===== src/rtl/network_sequencer.sv =====
// Drives one shared layer datapath through LAYERS passes per inference, feeding each
// activated result back as the next operand, with settle filtering and a per-layer timeout.
module network_sequencer #(
    parameter int LAYERS  = 3,
    parameter int VLEN    = 4,
    parameter int SETTLE  = 2,
    parameter int TIMEOUT = 1024
) (
    input  logic                 clk,
    input  logic                 rst_n,
    input  logic                 in_valid,
    output logic                 in_ready,
    input  logic [32*VLEN-1:0]   in_data,
    output logic [3:0]           layer_idx,
    output logic [32*VLEN-1:0]   layer_data,
    output logic                 layer_start,
    input  logic [32*VLEN-1:0]   layer_result,
    input  logic                 layer_done,
    output logic                 out_valid,
    input  logic                 out_ready,
    output logic [32*VLEN-1:0]   out_data,
    output logic                 error
);

    typedef enum logic [1:0] {
        S_IDLE,
        S_LAUNCH,
        S_WAIT,
        S_OUTPUT
    } state_t;

    localparam int             WW        = $clog2(TIMEOUT + 1);
    localparam logic [3:0]     SETTLE_W  = 4'(SETTLE);
    localparam logic [3:0]     LAST_W    = 4'(LAYERS - 1);
    localparam logic [WW-1:0]  TIMEOUT_W = WW'(TIMEOUT);

    state_t              state_q;
    logic [32*VLEN-1:0]  data_q;
    logic [3:0]          layer_idx_q;
    logic [3:0]          settle_q;
    logic [3:0]          settle_d;
    logic [WW-1:0]       wait_q;
    logic [WW-1:0]       wait_d;
    logic                in_ready_q;
    logic                layer_start_q;
    logic                out_valid_q;
    logic                error_q;
    logic                capture;
    logic                timed_out;

    // A low layer_done forces the count back to zero, so only an unbroken run can capture.
    assign settle_d  = layer_done ? settle_q + 4'd1 : 4'd0;
    assign wait_d    = wait_q + WW'(1);
    assign capture   = (settle_d == SETTLE_W);
    assign timed_out = (wait_d == TIMEOUT_W);

    // NOTE: data_q is an ordinary register, not a RAM, so it is cleared by reset along with
    // the control state; no stale vector from an aborted inference can reach out_data.
    always_ff @(posedge clk) begin
        if (!rst_n) begin
            state_q       <= S_IDLE;
            data_q        <= '0;
            layer_idx_q   <= '0;
            settle_q      <= '0;
            wait_q        <= '0;
            in_ready_q    <= 1'b1;
            layer_start_q <= 1'b0;
            out_valid_q   <= 1'b0;
            error_q       <= 1'b0;
        end else begin
            layer_start_q <= 1'b0;
            unique case (state_q)
                S_IDLE: begin
                    if (in_valid) begin
                        data_q        <= in_data;
                        layer_idx_q   <= '0;
                        in_ready_q    <= 1'b0;
                        layer_start_q <= 1'b1;
                        state_q       <= S_LAUNCH;
                    end
                end
                S_LAUNCH: begin
                    settle_q <= '0;
                    wait_q   <= '0;
                    state_q  <= S_WAIT;
                end
                S_WAIT: begin
                    settle_q <= settle_d;
                    wait_q   <= wait_d;
                    // Capture wins over a timeout landing on the same edge.
                    if (capture) begin
                        data_q <= layer_result;
                        if (layer_idx_q == LAST_W) begin
                            out_valid_q <= 1'b1;
                            state_q     <= S_OUTPUT;
                        end else begin
                            layer_idx_q   <= layer_idx_q + 4'd1;
                            layer_start_q <= 1'b1;
                            state_q       <= S_LAUNCH;
                        end
                    end else if (timed_out) begin
                        error_q     <= 1'b1;
                        out_valid_q <= 1'b1;
                        state_q     <= S_OUTPUT;
                    end
                end
                S_OUTPUT: begin
                    if (out_ready) begin
                        out_valid_q <= 1'b0;
                        error_q     <= 1'b0;
                        in_ready_q  <= 1'b1;
                        state_q     <= S_IDLE;
                    end
                end
            endcase
        end
    end

    assign in_ready    = in_ready_q;
    assign layer_idx   = layer_idx_q;
    assign layer_data  = data_q;
    assign layer_start = layer_start_q;
    assign out_valid   = out_valid_q;
    assign out_data    = data_q;
    assign error       = error_q;

endmodule


===== config.mk =====
export PLATFORM = sky130hd
export DESIGN_NAME = network_sequencer
export DESIGN_NICKNAME = d
export VERILOG_FILES = /design/src/rtl/network_sequencer.sv
export SDC_FILE = /design/constraint.sdc
export NUM_CORES = 1
export LEC_CHECK = 0
export CAP_MARGIN = 20
export CELL_PAD_IN_SITES_DETAIL_PLACEMENT = 1
export CELL_PAD_IN_SITES_GLOBAL_PLACEMENT = 1
export CORE_AREA = 2 2 203 205
export DETAILED_ROUTE_END_ITERATION = 10
export DIE_AREA = 0 0 205 207
export PLACE_DENSITY = 0.7
export REMOVE_ABC_BUFFERS = 1
export SKIP_CTS_REPAIR_TIMING = 1
export SLEW_MARGIN = 15
export SYNTH_ARGS = -nofsm -noshare
export SYNTH_HDL_FRONTEND = slang
export SYNTH_SLANG_ARGS = --single-unit

===== constraint.sdc =====
create_clock -name clk -period 4.4 [get_ports clk]
set_input_delay 1.32 -clock clk [delete_from_list [all_inputs] [get_ports clk]]
set_output_delay 1.32 -clock clk [all_outputs]
set_load 0.02 [all_outputs]

==> results.rst, run 1 <==
.. list-table::
   :header-rows: 1

   * - Metric
     - Value
   * - Uppermost signal routing layer after detailed routing
     - met4
   * - Critical path, cell by cell
     - clkdlybuf4s50_1, and2_1, mux2_4, o21ai_4, buf_12, a41oi_1, a31o_2
   * - Post-detailed-placement half-perimeter wirelength
     - 25,700 um
   * - Area taken by multi-input logic gates
     - 0.00389 mm^2
   * - Average vias per placed instance
     - 4.51
   * - Critical path arrival
     - 3.65 ns
   * - Critical path's slowest cell
     - clkdlybuf4s50_1
   * - Wire length of the first global-routing pass
     - 51,800 um
   * - Launch point of the critical path
     - layer_done
   * - Total count of max-transition violations in the final report
     - 0
   * - Number of instances in the synthesized netlist
     - 906
   * - Detail Route met3 WL
     - 2200 um
   * - Routed length per placed instance
     - 19.2 um
   * - Count of final hold-check violations
     - 0
   * - Number of clock buffers inserted by TritonCTS
     - 17
   * - Post-route total power
     - 10.7 mW
   * - Area growth from synthesis to layout
     - 63.2%
   * - R2r worst-path depth
     - 7
   * - Most frequent cells in the layout
     - clkdlybuf4s50_1 (524), dfxtp_1 (153), a21oi_1 (143), mux2i_1 (130), a211oi_1 (118)
   * - Total number of clock tree sinks
     - 153
   * - Number of antenna violations at the first check in global routing
     - 0
   * - Kind of start point of the critical path
     - input port
   * - Total inserted antenna cells
     - 0
   * - Clock tree from TritonCTS
     - done
   * - DR vias
     - 8,112
   * - Endpoint of the most critical register-to-register path
     - layer_idx[2]
   * - Max Buffers Root-to-Sink
     - 2
   * - Final cell area excluding filler cells
     - 0.0136 mm^2
   * - Worst hold slack across all endpoints
     - 0.487 ns
   * - Dominant register cell in the synthesized netlist
     - dfxtp_1
   * - Number of storage elements in the synthesis netlist
     - 153
   * - Overall Global Routing Usage
     - 15.7%
   * - Ys async rst share
     - 0%
   * - Register clock-pin slew on the reported worst setup and hold paths
     - 0.07 ns
   * - Cell area after placement
     - 0.0130 mm^2
   * - Worst slack after detailed placement
     - 0.748 ns
   * - Vias in the first global route
     - 8,445
   * - Fin Clk Skew
     - 0.00954 ns
   * - Slew @ Worst Pin
     - 0.900 ns
   * - Residual antenna-violating net count after detailed routing
     - 0
   * - Path type of the worst min-delay path
     - reg -> reg
   * - Total core area
     - 0.0404 mm^2
   * - Sum of routed wire segments on met1
     - 14,400 um
   * - Number of rows in the core area
     - 74
   * - Die Ht
     - 207 um
   * - Syn Std Cell Area
     - 0.00833 mm^2
   * - I/O Pins
     - 525
   * - Register area
     - 0.00306 mm^2
   * - Result of the run
     - complete, no violations
   * - First-iteration detailed-routing DRC count
     - 269
   * - Sequential element share of the synthesized area
     - 36.8%
   * - Register-to-Register Setup Slack
     - 1.84 ns
   * - Cell at the root of the clock tree
     - clkbuf_16
   * - Post-synthesis average cell area
     - 9.19 um^2
   * - Final #Nets
     - 1,520
   * - Clock period minus worst slack
     - 3.32 ns
   * - Max Clock Freq
     - 302 MHz
   * - DR DRC count
     - 0
   * - Unrepaired setup endpoints after global routing
     - no
   * - Final worst setup slack
     - 1.08 ns
   * - Grt ovf
     - 0
   * - Endpoint required time on the critical path
     - 4.73 ns
   * - Largest net degree at the start of global routing
     - 134
   * - WS Path Type
     - in -> reg
   * - Count of cell types in the netlist
     - 45
   * - Critical Path End
     - layer_idx[2]
   * - Number of max-cap violations
     - 0
   * - Overall die width
     - 205 um
   * - Power density normalized to cell area
     - 785 mW/mm^2
   * - CP Max Fanout
     - 133
   * - H-tree Lvls
     - 4
   * - Setup violation total in the final timing report
     - 0
   * - Number of warnings printed during yosys synthesis
     - 0
   * - Final Wtd Congestion
     - 0.789
   * - Clock latency of the later-clocked register in the worst-skew pair
     - 0.44 ns
   * - Period Utilization, post-route
     - 75.3%
   * - Biggest cell delay along the critical path
     - 0.48 ns
   * - Min-Delay Startpoint
     - settle_q[1]
   * - Worst IR drop on VDD
     - 0.000534 V
   * - Kind of end point of the critical path
     - register
   * - Remaining max-slew budget at the tightest pin
     - 40.0%
   * - Most common library cell in the layout ignoring fill and taps
     - clkdlybuf4s50_1
   * - R2R Path Start
     - settle_q[0]
   * - Met2 Routed Length
     - 17,200 um
   * - Filler Cells Inserted
     - 4,706
   * - Detailed Route WL
     - 34,500 um
   * - Number of search-and-repair iterations in the first detailed-routing pass
     - 4
   * - Share of post-route cells with drive strength above 1
     - 4.66%
   * - Area enclosed by the die boundary
     - 0.0424 mm^2
   * - Post-synth EDFFs
     - 0
   * - Leak pwr
     - 4.54 nW
   * - Count of buffers inserted at the top-level ports
     - 524
   * - Effective utilization at floorplan
     - 20.6%
==> synthesized netlist by cell type (2+ instances only) <==
master | count | area (um^2)
nand4_1 | 7 | 43.8
a211oi_2 | 10 | 125
dfxtp_1 | 153 | 3060
buf_2 | 15 | 75.1
nand3_1 | 7 | 35.0
a211oi_1 | 118 | 886
a21oi_1 | 143 | 716
buf_1 | 5 | 18.8
nor4_1 | 2 | 12.5
ha_1 | 7 | 87.6
a211o_1 | 2 | 17.5
inv_1 | 7 | 26.3
clkbuf_1 | 42 | 158
a31oi_1 | 3 | 18.8
o21a_1 | 6 | 45.0
o32ai_1 | 2 | 17.5
nand2_1 | 33 | 124
a31o_2 | 3 | 26.3
nor2b_1 | 3 | 18.8
xnor2_1 | 2 | 17.5
mux2i_1 | 130 | 1300
buf_6 | 7 | 78.8
and2_1 | 3 | 18.8
o21ai_0 | 7 | 35.0
and4_1 | 3 | 26.3
nor3_1 | 9 | 45.0
buf_4 | 138 | 1040
a21boi_0 | 4 | 30.0
and3_1 | 5 | 31.3
a22oi_1 | 2 | 15.0
nor2_1 | 14 | 52.6
==> logic make-up (layout without fill, tap and decap cells) <==
kind of cell | Yosys count | count (layout) | synth area share [%]
simple gates | 89 | 89 | 5.14
flops | 153 | 153 | 36.8
buf+inv | 215 | 574 | 16.8
mux | 131 | 131 | 15.8
fa+ha+maj | 7 | 7 | 1.05
compound gates | 308 | 308 | 24.1
xor+xnor | 3 | 3 | 0.316
==> power breakdown <==
group	switching [mW]	internal, mW
logic	3.55	3.02
clock network	0.632	0.810
registers	0.644	2.01
total	4.83	5.84
==> cell type report <==
class | count | area share (%)
tap | 532 | 4.90
clock inverter | 10 | 0.690
multi-input combinational | 538 | 28.6
timing repair buffer | 534 | 39.6
clock buffer | 22 | 3.42
sequential | 153 | 22.5
inverter | 8 | 0.239
==> critical path: cells and delay by family <==
kind | cells | cell delay, ns
AO/OA/AOI/OAI | 3 | 0.65
buffers and inverters | 2 | 0.81
multiplexers | 1 | 0.30
AND/OR/NAND/NOR | 1 | 0.21
==> sequential cells by signal (all words and copies together), names as in the netlist <==
| register | cells |
|---|---|
| settle_q | 4 |
| error | 1 |
| layer_idx | 4 |
| out_valid | 1 |
| in_ready | 1 |
| layer_data | 128 |
| wait_q | 11 |
| layer_start | 1 |
| state_q | 2 |
==> routing by layer <==
layer | vias up | track usage, %
met2 | 274 | 27.1
met1 | 3921 | 18.8
met3 | 31 | 4.83
met5 | - | 0
met4 | 0 | 4.27
li1 | 3886 | -
==> per-stage QoR <==
step           instances  TNS (ns)  utilization [%]
3_3_place_gp        1765         0             32.3
5_1_grt             1797         0             33.7
2_1_floorplan        699   -841.75                -
3_5_place_dp        1765         0             32.3
6_report            1797         0             33.7
4_1_cts             1797         0             33.7
==> how the worst min path moves through the flow <==
stage / endpoint / slack, ns / cells past startpoint
after floorplan: settle_q[1] / 0.45 / 2
after global placement: settle_q[1] / 0.47 / 2
after detailed placement: settle_q[1] / 0.48 / 2
after CTS: settle_q[1] / 0.49 / 2
after global routing: settle_q[1] / 0.51 / 2
final: settle_q[1] / 0.49 / 2
Power figures use the tool's default switching activity.
==> inputs of run 2 (changes only) <==
--- a/config.mk
+++ b/config.mk
@@ -8,10 +8,10 @@
 export CAP_MARGIN = 20
 export CELL_PAD_IN_SITES_DETAIL_PLACEMENT = 1
 export CELL_PAD_IN_SITES_GLOBAL_PLACEMENT = 1
-export CORE_AREA = 2 2 203 205
+export CORE_AREA = 2 2 205 207
 export DETAILED_ROUTE_END_ITERATION = 10
-export DIE_AREA = 0 0 205 207
-export PLACE_DENSITY = 0.7
+export DIE_AREA = 0 0 207 209
+export PLACE_DENSITY = 0.69
 export REMOVE_ABC_BUFFERS = 1
 export SKIP_CTS_REPAIR_TIMING = 1
 export SLEW_MARGIN = 15
==> constraint.sdc (replaced) <==
create_clock -name clk -period 3.5 [get_ports clk]
set_input_delay 1.05 -clock clk [delete_from_list [all_inputs] [get_ports clk]]
set_output_delay 1.05 -clock clk [all_outputs]
set_load 0.02 [all_outputs]
==> run 2 against run 1 <==
Wire length up 0.42%; cell count up 0.67%; clock-buffer cell count down 5; power up 28%; sequential share of layout area down 0.25 points; clock power up 33%; via count up 0.97%; hold slack better by 0.0091 ns; flip-flop and latch count unchanged; largest cell class unchanged.
==> results.rst, run 2 (synthesized netlist as in run 1, its figures left out) <==
.. list-table::
   :header-rows: 1

   * - Metric
     - Value
   * - Result of the run
     - complete, no violations
   * - Grt ovf
     - 0 (unchanged)
   * - Die Ht
     - 209 um (+0.97%)
   * - Setup TNS after final layout
     - 0 ns (unchanged)
   * - Worst IR drop on VDD
     - 0.000645 V (+21%)
   * - Wire length of the first global-routing pass
     - 52,300 um (+1.1%)
   * - Number of rows in the core area
     - 75 (+1.4%)
   * - Post-detailed-placement half-perimeter wirelength
     - 25,900 um (+0.95%)
   * - I/O Pins
     - 525 (unchanged)
   * - Total core area
     - 0.0413 mm^2 (+2.3%)
   * - Max Clock Freq
     - 366 MHz
   * - Cell at the root of the clock tree
     - clkbuf_16
   * - Overall Global Routing Usage
     - 15.4% (-0.33 points)
   * - DR vias
     - 8,191 (+0.97%)
   * - Final cell area excluding filler cells
     - 0.0137 mm^2 (+1.1%)
   * - Cell area after placement
     - 0.0132 mm^2 (+0.93%)
   * - Fin Clk Skew
     - 0.0114 ns (+0.00184 ns)
   * - Residual antenna-violating net count after detailed routing
     - 0 (unchanged)
   * - Number of max-cap violations
     - 0 (unchanged)
   * - Endpoint of the most critical register-to-register path
     - layer_data[10]
   * - Average vias per placed instance
     - 4.53 (+0.30%)
   * - Kind of end point of the critical path
     - register
   * - Uppermost signal routing layer after detailed routing
     - met4
   * - Register clock-pin slew on the reported worst setup and hold paths
     - 0.06 ns (about the same)
   * - Met2 Routed Length
     - 17,900 um (+3.7%)
   * - Critical path's slowest cell
     - clkdlybuf4s50_1
   * - Area enclosed by the die boundary
     - 0.0433 mm^2 (+2.0%)
   * - Total inserted antenna cells
     - 0 (unchanged)
   * - Max Buffers Root-to-Sink
     - 2 (unchanged)
   * - Worst Hold End
     - settle_q[1]
   * - Endpoint required time on the critical path
     - 3.84 ns (-0.89 ns)
   * - Overall die width
     - 207 um (+0.98%)
   * - Register-to-Register Setup Slack
     - 1.25 ns (-0.59 ns)
   * - Largest register FFs
     - 128 (unchanged)
   * - Power density normalized to cell area
     - 991 mW/mm^2 (+26%)
   * - Total number of clock tree sinks
     - 153 (unchanged)
   * - R2r worst-path depth
     - 8 (+1)
   * - Critical path, cell by cell
     - clkdlybuf4s50_1, and2_1, mux2_4, o21ai_4, buf_12, buf_4, a21oi_1, a211oi_1
   * - Area growth from synthesis to layout
     - 65.1%
   * - Hold Path Stages
     - 2 (unchanged)
   * - Share of post-route cells with drive strength above 1
     - 5.28% (+0.61 points)
   * - Effective utilization at floorplan
     - 20.2% (-0.46 points)
   * - Detailed Route WL
     - 34,600 um (+0.42%)
   * - Remaining max-slew budget at the tightest pin
     - 47.2% (+7.2 points)
   * - WP buf/inv
     - 3 (+1)
   * - Most frequent cells in the layout
     - clkdlybuf4s50_1 (524), dfxtp_1 (153), a21oi_1 (143), mux2i_1 (130), a211oi_1 (118)
   * - Final Wtd Congestion
     - 0.812 (+3.0%)
   * - Leak pwr
     - 4.61 nW (+1.5%)
   * - Vias in the first global route
     - 8,628 (+2.2%)
   * - Path type of the worst min-delay path
     - reg -> reg
   * - H-tree Lvls
     - 4 (unchanged)
   * - WS Path Type
     - in -> reg
   * - Min-Delay Startpoint
     - settle_q[1]
   * - R2R Path Start
     - settle_q[0]
   * - Final Instance Count excl. Fillers
     - 1,809 (+0.67%)
   * - DR DRC count
     - 0 (unchanged)
   * - Count of final hold-check violations
     - 0 (unchanged)
   * - First-iteration detailed-routing DRC count
     - 434 (+61%)
   * - Dominant delay contributor by cell family on the critical path
     - buffers and inverters
   * - Number of clock buffers inserted by TritonCTS
     - 17 (unchanged)
   * - Sum of routed wire segments on met1
     - 14,300 um (-0.81%)
   * - Utilization of the core after routing
     - 33.3% (-0.38 points)
   * - Critical path arrival
     - 3.07 ns (-0.58 ns)
   * - Total count of max-transition violations in the final report
     - 0 (unchanged)
   * - Kind of start point of the critical path
     - input port
   * - Biggest cell delay along the critical path
     - 0.49 ns (about the same)
   * - Count of buffers inserted at the top-level ports
     - 524 (unchanged)
   * - Inst Count DP
     - 1,777 (+0.68%)
   * - Clock latency of the later-clocked register in the worst-skew pair
     - 0.44 ns (about the same)
   * - Largest net degree at the start of global routing
     - 89 (-34%)
   * - Final #Nets
     - 1,525 (+0.33%)
   * - Clock tree from TritonCTS
     - done
   * - Slew @ Worst Pin
     - 0.793 ns (-0.108 ns)
   * - Number of search-and-repair iterations in the first detailed-routing pass
     - 6 (+2)
   * - Number of antenna violations at the first check in global routing
     - 0 (unchanged)
   * - Most common library cell in the layout ignoring fill and taps
     - clkdlybuf4s50_1
   * - Clock period minus worst slack
     - 2.73 ns
   * - Period Utilization, post-route
     - 78.1%
   * - Filler Cells Inserted
     - 4,732 (+0.55%)
   * - Setup violation total in the final timing report
     - 0 (unchanged)
   * - Unrepaired setup endpoints after global routing
     - no
   * - CP Max Fanout
     - 18 (-86%)
   * - Routed length per placed instance
     - 19.1 um (-0.25%)
   * - Detail Route met3 WL
     - 1740 um (-21%)
run 2: cell types whose count changed in the layout (fill, tap and decap cells not counted):
cell / change
buf_12: +6
buf_4: -1
bufinv_16: +1
clkbuf_1: -3
clkbuf_8: -2
clkinv_2: -1
clkinv_4: +3
clkinvlp_4: -1
inv_6: +3
run 2: worst max-delay path by stage:
| stage | startpoint | endpoint | slack (ns) | cells past startpoint |
|---|---|---|---|---|
| 2_1_floorplan | state_q[0] | layer_data[0] | -7.00 | 5 |
| 3_3_place_gp | layer_done | layer_data[56] | 0.41 | 8 |
| 3_5_place_dp | layer_done | layer_data[83] | 0.31 | 8 |
| 4_1_cts | layer_done | layer_data[83] | 0.80 | 8 |
| 5_1_grt | layer_done | layer_data[78] | 0.64 | 8 |
| 6_report | layer_done | layer_data[10] | 0.77 | 8 |
run 2: final cells by class:
class	instances	area [um^2]	area share, %
repair buffers	539	5500	40.0
multi-input cells	538	3890	28.3
flip-flops and latches	153	3060	22.3
well taps	539	674	4.91
clock buffers	17	425	3.10
clock inverters	15	164	1.19
inverters	8	32.5	0.237
run 2: worst register-to-register path, delay by kind of cell (launching register included):
family	cells	cell delay (ns)
compound gates	3	0.66
xor+xnor	1	0.15
fa+ha+maj	1	0.24
buf+inv	2	0.45
flops	1	0.41
simple gates	1	0.24
run 2: report_power, final:
group | switching, mW | total (mW) | internal, mW
combinational | 4.43 | 8.34 | 3.91
sequential | 0.831 | 3.36 | 2.53
clock | 0.853 | 1.92 | 1.06
run 2: routing by layer:
layer	vias to the layer above	global-route usage (%)
li1	3898	-
met1	3973	18.6
met2	293	27.2
met3	27	2.98
met4	0	5.44
met5	-	0
run 2: through the flow:
| step | hold WS, ns | setup WS (ns) | power [mW] |
|---|---|---|---|
| 2_1_floorplan | 0.454 | -7.00 | 7.51 |
| 3_3_place_gp | 0.473 | 0.412 | 11.7 |
| 3_5_place_dp | 0.489 | 0.315 | 11.8 |
| 4_1_cts | 0.497 | 0.797 | 13.8 |
| 5_1_grt | 0.533 | 0.641 | 14.4 |
| 6_report | 0.496 | 0.767 | 13.6 |
==> RTL edit 1 (config.mk and constraints of run 1) <==
Reset style: asynchronous (`rst_n`), changed in one clocked block.
--- a/src/rtl/network_sequencer.sv
+++ b/src/rtl/network_sequencer.sv
@@ -57,5 +57,5 @@
     // NOTE: data_q is an ordinary register, not a RAM, so it is cleared by reset along with
     // the control state; no stale vector from an aborted inference can reach out_data.
-    always_ff @(posedge clk) begin
+    always_ff @(posedge clk or negedge rst_n) begin
         if (!rst_n) begin
             state_q       <= S_IDLE;
Check against the original RTL: differs if rst_n is asserted again (counterexample within 4 cycles, from zero or initial values and one cycle with rst_n low); with rst_n held inactive, the same outputs for 4 cycles.
==> RTL edit 1 against run 1 <==
Synthesized area down 0.30%; setup slack better by 0.27 ns; via count down 10%; routed wire length down 8.6%; sequential cell count unchanged; clock power up 9%; final area up 1.3%; power down 1.1%; critical endpoint is now layer_data[121]$_DFFE_PN0P_; largest power group unchanged; highest routed layer unchanged.
==> RTL edit 1: results (changes against run 1) <==
clk_skew -> 0.01141 ns (was 0.009544 ns)
top post-synthesis cells by count -> 152 x dfrtp_1, 148 x nand2_1, 134 x buf_4 (was 153 x dfxtp_1, 143 x a21oi_1, 138 x buf_4)
first-pass GRT wire length -> 48,130 µm (was 51,760 µm)
share of the yosys chip area belonging to registers -> 0.4614 (was 0.3679)
via count -> 7,285 (was 8,112)
Synth Area in Compound Gates -> 0.1134 (was 0.2412)
top_reg_cell synth -> dfrtp_1 (was dfxtp_1)
Synth area leaders -> dfrtp_1 46%, mux2i_1 16%, buf_4 12%, o21ai_0 7.7%, nand2_1 6.7% (was dfxtp_1 37%, mux2i_1 16%, buf_4 12%, a211oi_1 11%, a21oi_1 8.6%)
comb_multi_in -> 509 (was 538)
clock share of power -> 0.148 (was 0.135)
status -> finished, final reports clean (unchanged)
wire length per cell -> 17.71 µm (was 19.17 µm)
met3 Track Usage GR -> 0.03870 (was 0.04830)
Final HPWL DP -> 24,680 µm (was 25,660 µm)
Hold Path End -> layer_data[94]$_DFFE_PN0P_ (was settle_q[1]$_SDFFE_PN0P_)
hold slack -> 0.4981 ns (was 0.4867 ns)
WL met3 -> 1743 µm (was 2195 µm)
DRT iter0 DRCs -> 248 (was 269)
gpl congestion -> 0.7915 (was 0.7886)
vias in the first global route -> 8,086 (was 8,445)
hold path startpoint -> layer_data[94]$_DFFE_PN0P_ (was settle_q[1]$_SDFFE_PN0P_)
maximum VDD drop -> 426.0 µV (was 533.7 µV)
routed length on met2 -> 16,440 µm (was 17,230 µm)
nets -> 1,500 (was 1,520)
syn_area_per_cell -> 9.674 µm² (was 9.189 µm²)
placed instance count -> 1,744 (was 1,765)
Tot GR Track Use -> 0.1486 (was 0.1573)
ys async rst share -> 1.000 (was 0)
Final Power -> 10.55 mW (was 10.67 mW)
-- RTL edit 1: cell count changes in the layout (fill, tap and decap cells not counted), moves of 6 or more --
cell	run 1	this run
a21oi_1	143	7
o22ai_1	1	9
o21ai_1	0	7
nor3_1	9	3
o21ai_0	7	127
a211oi_1	118	0
dfxtp_1	153	0
nand2_1	33	148
inv_1	7	19
nand3_1	7	15
dfrtp_1	0	152
a211oi_2	10	0
-- RTL edit 1: tightest hold or removal path: cells and delay by family, from the launching register on --
kind	cells	cell delay, ns
DFF	1	0.35
and+or+nand+nor	1	0.05
AOI/OAI and AO/OA	1	0.06
-- RTL edit 1: kinds of logic (layout without fill, tap and decap cells) --
| logic type | Yosys count | in the layout |
|---|---|---|
| buf+inv | 196 | 583 |
| simple gates | 193 | 193 |
| mux | 131 | 131 |
| flops | 153 | 153 |
| xor+xnor | 6 | 6 |
| compound gates | 172 | 172 |
| fa+ha+maj | 7 | 7 |
==> RTL edit 2 (settings of run 1) <==
Without the edit above. The parameter `VLEN` goes from 4 to 3.
--- a/src/rtl/network_sequencer.sv
+++ b/src/rtl/network_sequencer.sv
@@ -3,5 +3,5 @@
 module network_sequencer #(
     parameter int LAYERS  = 3,
-    parameter int VLEN    = 4,
+    parameter int VLEN    = 3,
     parameter int SETTLE  = 2,
     parameter int TIMEOUT = 1024
Ports: changed (resized in_data, layer_data, layer_result and out_data); port bits go from 525 to 397. The function was not compared with the original's and may differ.
==> RTL edit 2 against run 1 <==
Setup slack better by 0.036 ns; routed wire length decreased by 23%; power shrank 22%; largest power group unchanged; die area did not move; final area fell by 18%; synthesized area decreased by 18%; sequential power shrank 24%; sequential cell count down 32.
==> RTL edit 2: results (changes against run 1) <==
status -> finished, final reports clean (unchanged)
Critical R2R Launch -> state_q[0]$_SDFFE_PN0P_ (was settle_q[0]$_SDFFE_PN0P_)
Tot GR Track Use -> 0.1227 (was 0.1573)
Sequential Power Share -> 0.243 (was 0.249)
Period Utilization, post-route -> 0.7451 (was 0.7534)
clock share of power -> 0.173 (was 0.135)
clk_skew -> 0.009462 ns (was 0.009544 ns)
largest net degree at the start of global routing -> 93 (was 134)
Layout Cells excl Fill -> 1,540 (was 1,797)
vias in the first global route -> 7,054 (was 8,445)
internal power -> 4.699 mW (was 5.843 mW)
maximum VDD drop -> 364.5 µV (was 533.7 µV)
clock latency on the worst-skew pair -> 0.42 ns (was 0.44 ns)
final core occ -> 0.2757 (was 0.3367)
number of vias per cell -> 4.256 (was 4.514)
crit path to -> layer_data[15]$_SDFFE_PN0P_ (was layer_idx[2]$_SDFFE_PN0P_)
Place WS -> 0.7100 ns (was 0.7479 ns)
met1 wire length -> 10,830 µm (was 14,440 µm)
grt met2 use -> 0.2149 (was 0.2705)
top post-synthesis cells by count -> 121 x dfxtp_1, 104 x nand3_1, 97 x mux2i_1, 97 x o211a_1, 96 x buf_4 (was 153 x dfxtp_1, 143 x a21oi_1, 138 x buf_4)
crit-path max FO -> 31 (was 133)
DP Area -> 10,540 µm² (was 13,030 µm²)
met3 Track Usage GR -> 0.03147 (was 0.04830)
worst-margin pin slew -> 0.7889 ns (was 0.9002 ns)
syn_area_per_cell -> 9.314 µm² (was 9.189 µm²)
WL final -> 26,380 µm (was 34,460 µm)
H-tree depth -> 4 (unchanged)
nets -> 1,199 (was 1,520)
routed length on met2 -> 13,590 µm (was 17,230 µm)
Largest register FFs -> 96 (was 128)
leakage power -> 4.635 nW (was 4.541 nW)
placed instance count -> 1,508 (was 1,765)
worst r2r path cells -> 6 (was 7)
Crit path largest cell delay -> 0.50 ns (was 0.48 ns)
worst reg2reg endpoint -> layer_data[12]$_SDFFE_PN0P_ (was layer_idx[2]$_SDFFE_PN0P_)
first-pass GRT wire length -> 40,870 µm (was 51,760 µm)
Final HPWL DP -> 19,370 µm (was 25,660 µm)
Seq. pwr -> 2.03 mW (was 2.66 mW)
layout cell share with drive strength beyond 1 -> 0.04861 (was 0.04664)
top layer in use -> met4 (unchanged)
Cell variety after synth -> 44 (was 45)
hold slack -> 0.4965 ns (was 0.4867 ns)
CP Data Arrival Time -> 3.58 ns (was 3.65 ns)
DRT iter0 DRCs -> 251 (was 269)
reg2reg setup slack -> 1.92 ns (was 1.84 ns)
fill count -> 4,741 (was 4,706)
critical path's top delay family -> buffers and inverters (unchanged)
fin. max-slew vios -> 0 (unchanged)
Buffers on Ports -> 396 (was 524)
Synth area leaders -> dfxtp_1 36%, mux2i_1 14%, o211a_1 14%, buf_4 11%, nand3_1 7.7% (was dfxtp_1 37%, mux2i_1 16%, buf_4 12%, a211oi_1 11%, a21oi_1 8.6%)
gpl congestion -> 0.7562 (was 0.7886)
WL met3 -> 1461 µm (was 2195 µm)
==> RTL edit 2: cell count changes after synthesis, moves of 4 or more <==
cell,before,now
dfxtp_1,153,121
clkbuf_1,42,32
a211oi_2,10,0
buf_4,138,96
nand2_1,33,29
mux2i_1,130,97
a21oi_1,143,17
nand3_1,7,104
buf_2,15,24
o211a_1,1,97
a211oi_1,118,0
==> RTL edit 2: final cells by class <==
type,count,share of cell area
multi-input combinational,441,0.3011
clock inverter,14,0.01450
tap,532,0.05981
sequential,121,0.2177
clock buffer,18,0.03856
timing repair buffer,405,0.3654
inverter,9,0.003035
==> RTL edit 2: cell families after synthesis <==
group / count (synthesis) / share of synthesized area
AOI/OAI and AO/OA: 146 / 0.1892
xor gates and xnor gates: 3 / 0.003870
DFF: 121 / 0.3567
and+or+nand+nor: 186 / 0.1362
adders and majority gates: 7 / 0.01290
buffers and inverters: 167 / 0.1542
muxes: 99 / 0.1469
